`config.mk`:
```
export PLATFORM = sky130hd
export DESIGN_NAME = log_mem_ctrl
export DESIGN_NICKNAME = d
export VERILOG_FILES = /design/src/rtl/log_mem_ctrl_pkg.sv /design/src/rtl/log_mem_ctrl.sv
export SDC_FILE = /design/constraint.sdc
export NUM_CORES = 1
export LEC_CHECK = 0
export ABC_AREA = 1
export CAP_MARGIN = 20
export CORE_MARGIN = 4
export CORE_UTILIZATION = 31
export CTS_CLUSTER_DIAMETER = 40
export DETAILED_ROUTE_END_ITERATION = 7
export PLACE_DENSITY = 0.53
export SYNTH_ARGS = -nofsm -noshare
export SYNTH_HDL_FRONTEND = slang
export SYNTH_SLANG_ARGS = --single-unit
```
`constraint.sdc`:
```
create_clock -name i_clock -period 1.7 [get_ports i_clock]
set_clock_uncertainty 0.1 [all_clocks]
set_input_delay 0.17 -clock i_clock [delete_from_list [all_inputs] [get_ports i_clock]]
set_output_delay 0.17 -clock i_clock [all_outputs]
set_load 0.02 [all_outputs]
```
`src/rtl/log_mem_ctrl_pkg.sv`:
```
// Shared constants for the logging memory controller: FSM state encodings
// and the default log-RAM address width.
package log_mem_ctrl_pkg;

  // Debug-visible state encoding; o_state exposes these values directly.
  typedef enum logic [1:0] {
    IDLE  = 2'd0,
    WRITE = 2'd1,
    FULL  = 2'd2,
    READ  = 2'd3
  } state_e;

  // Default log-RAM address width (depth = 2**NB_ADDR).
  localparam int NB_ADDR_DEFAULT = 8;

endpackage : log_mem_ctrl_pkg

```
`src/rtl/log_mem_ctrl.sv`:
```
// Logging memory controller. Sequences one write pass that fills both log
// BRAMs with datapath samples, holds the log until read-out is requested,
// then streams the whole log back in address order. One address counter is
// shared by the write and read phases; the FSM and counter live together.
module log_mem_ctrl
  import log_mem_ctrl_pkg::*;
#(
  parameter int NB_ADDR = NB_ADDR_DEFAULT
) (
  input  logic               i_clock,
  input  logic               i_reset,
  input  logic               i_log_en,
  input  logic               i_read_en,
  input  logic               i_sample_valid,
  output logic               o_ram_we,
  output logic [NB_ADDR-1:0] o_ram_addr,
  output logic               o_rd_valid,
  output logic               o_full,
  output logic [1:0]         o_state
);

  localparam logic [NB_ADDR-1:0] ADDR_ZERO = {NB_ADDR{1'b0}};
  localparam logic [NB_ADDR-1:0] ADDR_ONE  = {{(NB_ADDR-1){1'b0}}, 1'b1};
  localparam logic [NB_ADDR-1:0] ADDR_LAST = {NB_ADDR{1'b1}};

  state_e             state_r;
  state_e             state_s;
  logic [NB_ADDR-1:0] addr_r;
  logic [NB_ADDR-1:0] addr_s;
  logic               full_r;
  logic               full_s;
  logic               rd_valid_r;
  logic               rd_valid_s;
  logic               we_s;

  // State, address counter, full flag and read-valid pipeline register.
  always_ff @(posedge i_clock or negedge i_reset) begin
    if (!i_reset) begin
      state_r    <= IDLE;
      addr_r     <= ADDR_ZERO;
      full_r     <= 1'b0;
      rd_valid_r <= 1'b0;
    end else begin
      state_r    <= state_s;
      addr_r     <= addr_s;
      full_r     <= full_s;
      rd_valid_r <= rd_valid_s;
    end
  end

  // Next-state, next-address and write-strobe decode.
  always_comb begin
    state_s    = state_r;
    addr_s     = addr_r;
    full_s     = full_r;
    rd_valid_s = 1'b0;
    we_s       = 1'b0;
    case (state_r)
      IDLE: begin
        // Read requests are meaningless without a completed log.
        full_s = 1'b0;
        addr_s = ADDR_ZERO;
        if (i_log_en) begin
          state_s = WRITE;
        end else begin
          state_s = IDLE;
        end
      end
      WRITE: begin
        // Strobe passes straight through so no sample is delayed or lost.
        we_s = i_sample_valid;
        if (i_sample_valid) begin
          if (addr_r == ADDR_LAST) begin
            // Last slot written: the log is complete even if logging stops now.
            state_s = FULL;
            addr_s  = ADDR_ZERO;
            full_s  = 1'b1;
          end else if (!i_log_en) begin
            // Final write still lands, then the partial log is discarded.
            state_s = IDLE;
            addr_s  = ADDR_ZERO;
          end else begin
            addr_s = addr_r + ADDR_ONE;
          end
        end else if (!i_log_en) begin
          state_s = IDLE;
          addr_s  = ADDR_ZERO;
        end else begin
          state_s = WRITE;
        end
      end
      FULL: begin
        // Log is frozen; logging inputs are ignored so nothing is overwritten.
        full_s = 1'b1;
        if (i_read_en) begin
          state_s = READ;
          addr_s  = ADDR_ZERO;
        end else begin
          state_s = FULL;
        end
      end
      READ: begin
        // Data for this cycle's address appears one cycle later.
        rd_valid_s = i_read_en;
        if (i_read_en) begin
          if (addr_r == ADDR_LAST) begin
            state_s = IDLE;
            addr_s  = ADDR_ZERO;
            full_s  = 1'b0;
          end else begin
            addr_s = addr_r + ADDR_ONE;
          end
        end else begin
          addr_s = addr_r;
        end
      end
      default: begin
        state_s = IDLE;
        addr_s  = ADDR_ZERO;
        full_s  = 1'b0;
      end
    endcase
  end

  assign o_ram_we   = we_s;
  assign o_ram_addr = addr_r;
  assign o_rd_valid = rd_valid_r;
  assign o_full     = full_r;
  assign o_state    = state_r;

endmodule : log_mem_ctrl

```
==> results of run 1 <==
sequential cells by signal, indices dropped and copies added, names as in the netlist, named ones only:
signal	cells
o_full	1
o_ram_addr	8
o_rd_valid	1
o_state	1
report_power, final:
group | switching [mW] | internal (mW) | total, mW
combinational | 0.0752 | 0.0529 | 0.128
sequential | 0.00765 | 0.295 | 0.302
clock | 0.118 | 0.130 | 0.248
metrics by stage:
stage | cell area [um^2] | setup WS (ns)
2_1_floorplan | 843 | 0.0834
3_3_place_gp | 1060 | 0.0248
3_5_place_dp | 1060 | -0.0262
4_1_cts | 1100 | 0.00146
5_1_grt | 1120 | -0.0343
6_report | 1120 | 0.0446
metal layers:
layer	vias to the layer above	GRT usage, %
li1	423	-
met5	-	0
met3	6	4.10
met1	354	13.8
met2	21	20.8
met4	0	4.75
cells in the final DEF (no fill, tap or decap), drive strengths merged:
master | netlist | final
buf | 1 | 5
ha | 5 | 5
nand2 | 39 | 39
or2 | 1 | 1
nor2 | 14 | 15
o21ai | 11 | 11
inv | 20 | 20
dfrtp | 12 | 12
clkdlybuf4s50 | 0 | 14
dlymetal6s2s | 0 | 2
nand4 | 1 | 1
a21oi | 3 | 3
nand3 | 12 | 12
clkbuf | 0 | 4
what timing repair did:
action	4_1_cts	5_1_grt
buffers inserted	0	1
pin swaps	0	1
gates resized for setup	4	5
setup endpoints to repair	2	10
hold buffers	0	0
cloned	0	1
area by class of cell:
type | count | share of cell area (%)
clock buffer | 4 | 3.25
tap | 30 | 3.36
sequential | 12 | 27.0
timing repair buffer | 21 | 17.9
multi-input combinational | 87 | 41.7
inverter | 20 | 6.73
path summary, 6_finish.rpt:
kind | to | slack [ns] | depth (start not counted)
max | o_ram_addr[3] | 0.04 | 1
min | o_rd_valid | 0.07 | 2
max reg2reg | o_ram_addr[2] | 0.09 | 7
min reg2reg | o_full | 0.44 | 2
max in group asynchronous | o_state[0] | 1.25 | 2
min in group i_clock | o_rd_valid | 0.38 | 3
cells by family after synthesis:
| family | Yosys count | share of synthesized area (%) |
|---|---|---|
| AND/OR/NAND/NOR | 67 | 38.4 |
| AO/OA/AOI/OAI | 14 | 8.31 |
| flip-flops | 12 | 35.6 |
| adder cells (fa/ha/maj) | 5 | 7.42 |
| buffers and inverters | 21 | 10.2 |
==> summary.md, run 1 <==
| Metric | Value |
|---|---|
| Least-Margin Pin Slew | `0.352 ns` |
| Post-layout min period | `~1.7 ns` |
| Core area | `about 2500 um^2` |
| Final hold violations | `0` |
| Fin nets | `155` |
| CP required | `roughly 1.4 ns` |
| Critical path origin | `o_ram_addr[3]` |
| Multi-input gate area | `about 470 um^2` |
| Class of the worst hold path | `input port to async pin` |
| Largest net degree at the start of global routing | `14` |
| Max frequency | `~600 MHz` |
| Crit path cell chain | `clkdlybuf4s50_1` |
| Clk slew on worst S/H paths | `approximately 0.09 ns` |
| Slew HR | `around 76%` |
| Number of diodes | `0` |
| GRT overflow | `0` |
| CP Buf/Inv Count | `1` |
| Met3 WL post-DR | `~130 um` |
| Syn_nets | `129` |
| DP Wirelength | `1.55 mm` |
| Final setup TNS | `0 ns` |
| Top FF cell, synth | `dfrtp_1` |
| Clock Latency Late Sink | `between 0.2 and 0.3 ns` |
| CTS root buffer | `clkbuf_4` |
| Clock Sinks | `12` |
| Slowest-stage cell, CP | `clkdlybuf4s50_1` |
| Port bufs | `17` |
| Reg-to-Reg Start | `o_state[0]` |
| Clock buffer count from CTS | `3` |
| Routed Antenna Nets | `0` |
| Vias | `approximately 800` |
| Max H-tree Level | `1` |
| CP startpoint kind | `register` |
| Worst Setup End Kind | `output pin` |
| Seq. cell area | `302 um^2` |
| # placed instances | `about 170` |
| 1st-pass router iterations | `4` |
| Synth Register Bits | `12` |
| Share of cells above drive strength 1 | `18.8%` |
| Post-synth EDFFs | `0` |
| Ranking of synthesized cells by area | `dfrtp_1 36%, nand2_1 15%, inv_1 7.6%, ha_1 7.4%, nand3_1 7.1%` |
| Chip height | `around 60 um` |
| Fill count | `about 260` |
| Max Slew Vio Count | `0` |
| Worst-path fanout max | `6` |
| Yosys warnings | `0` |
| PD cells | `a little over 600 nW/um^2` |
| Leakage | `between 0.5 and 0.6 nW` |
| Sequential fraction of the synthesis area | `a little over a third` |
| Row count | `18` |
| Fin crit share | `a little over nine tenths` |
| Final cell count without fillers | `between 150 and 200` |
| CP peak stage delay | `around 0.64 ns` |
| Metal-1 WL | `slightly above 900 um` |
| DRC viols | `0` |
| Pwr Total | `between 0.6 and 0.7 mW` |
| First-pass GRT wire length | `approximately 3.2 mm` |
| Initial Utilization | `approximately 33%` |
| Run status | `finished clean` |
| RSZ-0062 raised after global routing | `true` |
| Vias in the first global route | `750` |
| Most frequent cell after synthesis | `nand2_1` |
| Synthesized area per cell | `~7.1 um^2` |
| Syn Inst Count | `~120` |
| DRT Wirelength | `2.04 mm` |
| Asr flop ratio synth | `100%` |
| Post-Syn Area | `roughly 840 um^2` |
| CP Data Arrival Time | `roughly 1.4 ns` |
| Area growth, synth to finish | `32.3%` |
| Via density | `4.62` |
| Max rail drop VDD | `between 0.3 and 0.4 mV` |
| Uppermost layer routed | `met4` |
| Endpoints failing setup | `0` |
| Synth area leader | `dfrtp_1` |
| Kind of critical path | `register to output pin` |
| Initial antenna violation count | `0` |
| Synth top cells by count | `34 x nand2_1, 17 x inv_1, 12 x dfrtp_1, 12 x nand3_1, 8 x nor2_1` |
| Final GP Congestion | `between 0.7 and 0.8` |
| Die width | `60.2 um` |
| Worst hold slack | `slightly above 0.07 ns` |
| Post-synth cell types | `17` |
| IO Count | `18` |
| Number of max-cap violations | `0` |
| Starting DRT DRC Count | `22` |
| Die Footprint | `3620 um^2` |
| Clk buf depth | `2` |
| Fin util | `43.9%` |
| Synth top area share | `between 30 and 40%` |
| CTS tree | `built` |
| Total track usage | `12.2%` |
| CP delay by family, top | `buffers and inverters` |
| Wire per inst | `approximately 12 um` |
| Length of routed met2 wiring | `around 940 um` |
Power figures use the tool's default switching activity.
==> run 2: changes to the inputs <==
--- a/config.mk
+++ b/config.mk
@@ -13,4 +13,5 @@
 export DETAILED_ROUTE_END_ITERATION = 7
 export PLACE_DENSITY = 0.53
+export SLEW_MARGIN = 20
 export SYNTH_ARGS = -nofsm -noshare
 export SYNTH_HDL_FRONTEND = slang
==> constraint.sdc (replaced) <==
create_clock -name i_clock -period 2 [get_ports i_clock]
set_clock_uncertainty 0.1 [all_clocks]
set_input_delay 0.5 -clock i_clock [delete_from_list [all_inputs] [get_ports i_clock]]
set_output_delay 0.5 -clock i_clock [all_outputs]
set_load 0.02 [all_outputs]
==> run 2 against run 1 <==
Compared with the run above: combinational power is 8% lower; first-iteration DRC count decreased by 14%; flip-flop and latch count unchanged; setup slack improved by 0.032 ns; non-clock buffer count rose by 5; design area up 3.0%; die area is the same; utilization increased by 1.3 points; critical endpoint is now o_ram_addr[1]; highest routed layer unchanged.
==> summary.md, run 2 (synthesized netlist as in run 1, its figures left out) <==
| Metric | Value |
|---|---|
| RSZ-0062 raised after global routing | `false` |
| Max Slew Vio Count | `0` |
| Worst-path fanout max | `5` |
| Pwr Total | `just under 0.6 mW` |
| Fin nets | `~160` |
| Crit path cell chain | `clkdlybuf4s50_1` |
| Commonest cells after routing, fill and taps aside | `34 x nand2_1, 17 x inv_1, 12 x nand3_1, 12 x dfrtp_1, 10 x clkdlybuf4s50_1` |
| CTS root buffer | `clkbuf_4` |
| Worst Setup End Kind | `output pin` |
| Routing usage on met2 | `19.6%` |
| Worst Reg-to-Reg Cells | `8` |
| Max reg flops | `8` |
| IO Count | `18` |
| Clock Sinks | `12` |
| Reg-to-Reg Start | `o_state[0]` |
| CTS Hold Bufs | `0` |
| Least-Margin Pin Slew | `around 0.23 ns` |
| Internal power | `between 0.4 and 0.5 mW` |
| Starting DRT DRC Count | `19` |
| DRT Wirelength | `about 1.9 mm` |
| Clk slew on worst S/H paths | `roughly 0.090 ns` |
| Total track usage | `roughly 12%` |
| CP required | `roughly 1.4 ns` |
| Critical path origin | `o_ram_addr[1]` |
| Met1 usage | `16.1%` |
| CTS tree | `built` |
| Row count | `18` |
| Critical path capture point | `o_ram_addr[1]` |
| Initial Utilization | `between 30% and 40%` |
| Number of max-cap violations | `0` |
| Initial antenna violation count | `0` |
| Slowest-stage cell, CP | `clkdlybuf4s50_1` |
| CP peak stage delay | `around 0.63 ns` |
| Endpoints failing setup | `0` |
| Largest net degree at the start of global routing | `13` |
| Reg-to-reg endpoint | `o_ram_addr[3]` |
| Wire per inst | `approximately 11 um` |
| Final hold violations | `0` |
| CP Data Arrival Time | `between 1 and 1.5 ns` |
| CP startpoint kind | `register` |
| Fill count | `~270` |
| Chip height | `around 60 um` |
| Share of cells above drive strength 1 | `about a fifth` |
| Max rail drop VDD | `roughly 0.38 mV` |
| Leading cell type in the layout, fill and taps excluded | `nand2_1` |
| Combinational share of power | `approximately a fifth` |
| Routed Antenna Nets | `0` |
| Via density | `~4.4` |
| 1st-pass router iterations | `4` |
| Clk buf depth | `2` |
| Class of the worst hold path | `input port to async pin` |
| Kind of critical path | `register to output pin` |
| GRT overflow | `0` |
| Clock Latency Late Sink | `0.28 ns` |
| Port bufs | `17` |
| Switching Share | `29.1%` |
| Crit. path cell count | `1` |
| CP Buf/Inv Count | `1` |
| Leakage | `0.653 nW` |
| Psw | `approximately 0.17 mW` |
| Most used routing layer | `met2` |
| Max frequency | `520 MHz` |
| Final GP Congestion | `roughly 0.77` |
| Final cell count without fillers | `roughly 180` |
| Vias in the first global route | `720` |
| Run status | `finished clean` |
| Max H-tree Level | `1` |
| Core area | `~2500 um^2` |
| Area growth, synth to finish | `36.3%` |
| Slew HR | `between 80% and 90%` |
| DP Wirelength | `1.54 mm` |
| Vias | `a little under 800` |
| DRC viols | `0` |
| # placed instances | `between 150 and 200` |
| Reg power frac | `a little over two fifths` |
| Fin crit share | `between 90% and 100%` |
| Die Footprint | `between 3000 and 4000 um^2` |
| Die width | `~60 um` |
| Number of diodes | `0` |
| First-pass GRT wire length | `3.26 mm` |
| Clock buffer count from CTS | `3` |
| CP delay by family, top | `buffers and inverters` |
| PD cells | `roughly 500 nW/um^2` |
| Post-layout min period | `roughly 1.9 ns` |
| Reg2reg setup slack | `about 0.29 ns` |
| Clock Power Share | `35.9%` |
| Grt met3 use | `4.10%` |
==> run 2: power groups by stage <==
stage | clock, mW | combinational, mW | sequential, mW
final | 0.209 | 0.118 | 0.256
after global routing | 0.224 | 0.134 | 0.257
after CTS | 0.215 | 0.122 | 0.256
after detailed placement | 0 | 0.123 | 0.261
after global placement | 0 | 0.122 | 0.260
after floorplan | 0 | 0.0517 | 0.271
==> run 2: worst reg2reg max path: stages (launching register included) <==
cell and delay (ns):
dfrtp_1 0.40, buf_4 0.15, ha_1 0.27, o21ai_0 0.18, o21ai_0 0.10, buf_4 0.16, o21ai_0 0.14, nand2_1 0.07
nor2_1 0.08
==> run 2: worst min-delay path by stage <==
| stage | from | slack [ns] | end |
|---|---|---|---|
| after floorplan | i_reset | 0.10 | async pin |
| after global placement | o_full | 0.43 | o_full |
| after detailed placement | o_ram_addr[7] | 0.45 | o_ram_addr[7] |
| after CTS | i_reset | 0.41 | o_ram_addr[0] |
| after global routing | i_reset | 0.41 | o_ram_addr[0] |
| final | i_reset | 0.41 | o_ram_addr[0] |
==> run 2: layout make-up <==
class                           count  area [um^2]  share of cell area (%)
Clock buffer                        4         36.3                    3.16
Inverter                           20         75.1                    6.53
Sequential cell                    12          300                    26.1
Multi-Input combinational cell     86          457                    39.7
Tap cell                           30         37.5                    3.26
Timing Repair Buffer               26          244                    21.2
==> run 2: routing by layer <==
| layer | wire [um] | part of all wire (%) | vias to the layer above |
|---|---|---|---|
| met5 | 0 | 0 | - |
| met4 | 15 | 0.78 | 0 |
| met3 | 114 | 5.9 | 4 |
| met2 | 867 | 45 | 17 |
| met1 | 933 | 48 | 331 |
| li1 | - | - | 426 |
==> run 2: timing repair <==
item / CTS / global route
pin swaps: 0 / 0
cloned: 0 / 0
endpoints found under the setup margin: 2 / 6
resized for setup: 4 / 6
setup buffers: 0 / 0
==> run 2: through the flow <==
stage / utilization [%] / area, um^2 / setup TNS, ns / setup slack (ns) / hold WS (ns)
3_3_place_gp: 43.5 / 1110 / -0.279 / -0.279 / 0.426
2_1_floorplan: - / 843 / 0 / 0.383 / 0.104
4_1_cts: 44.9 / 1140 / 0 / 0.00379 / 0.406
5_1_grt: 45.2 / 1150 / 0 / 0.0225 / 0.415
6_report: 45.2 / 1150 / 0 / 0.0771 / 0.405
3_5_place_dp: 43.5 / 1110 / -0.299 / -0.299 / 0.452
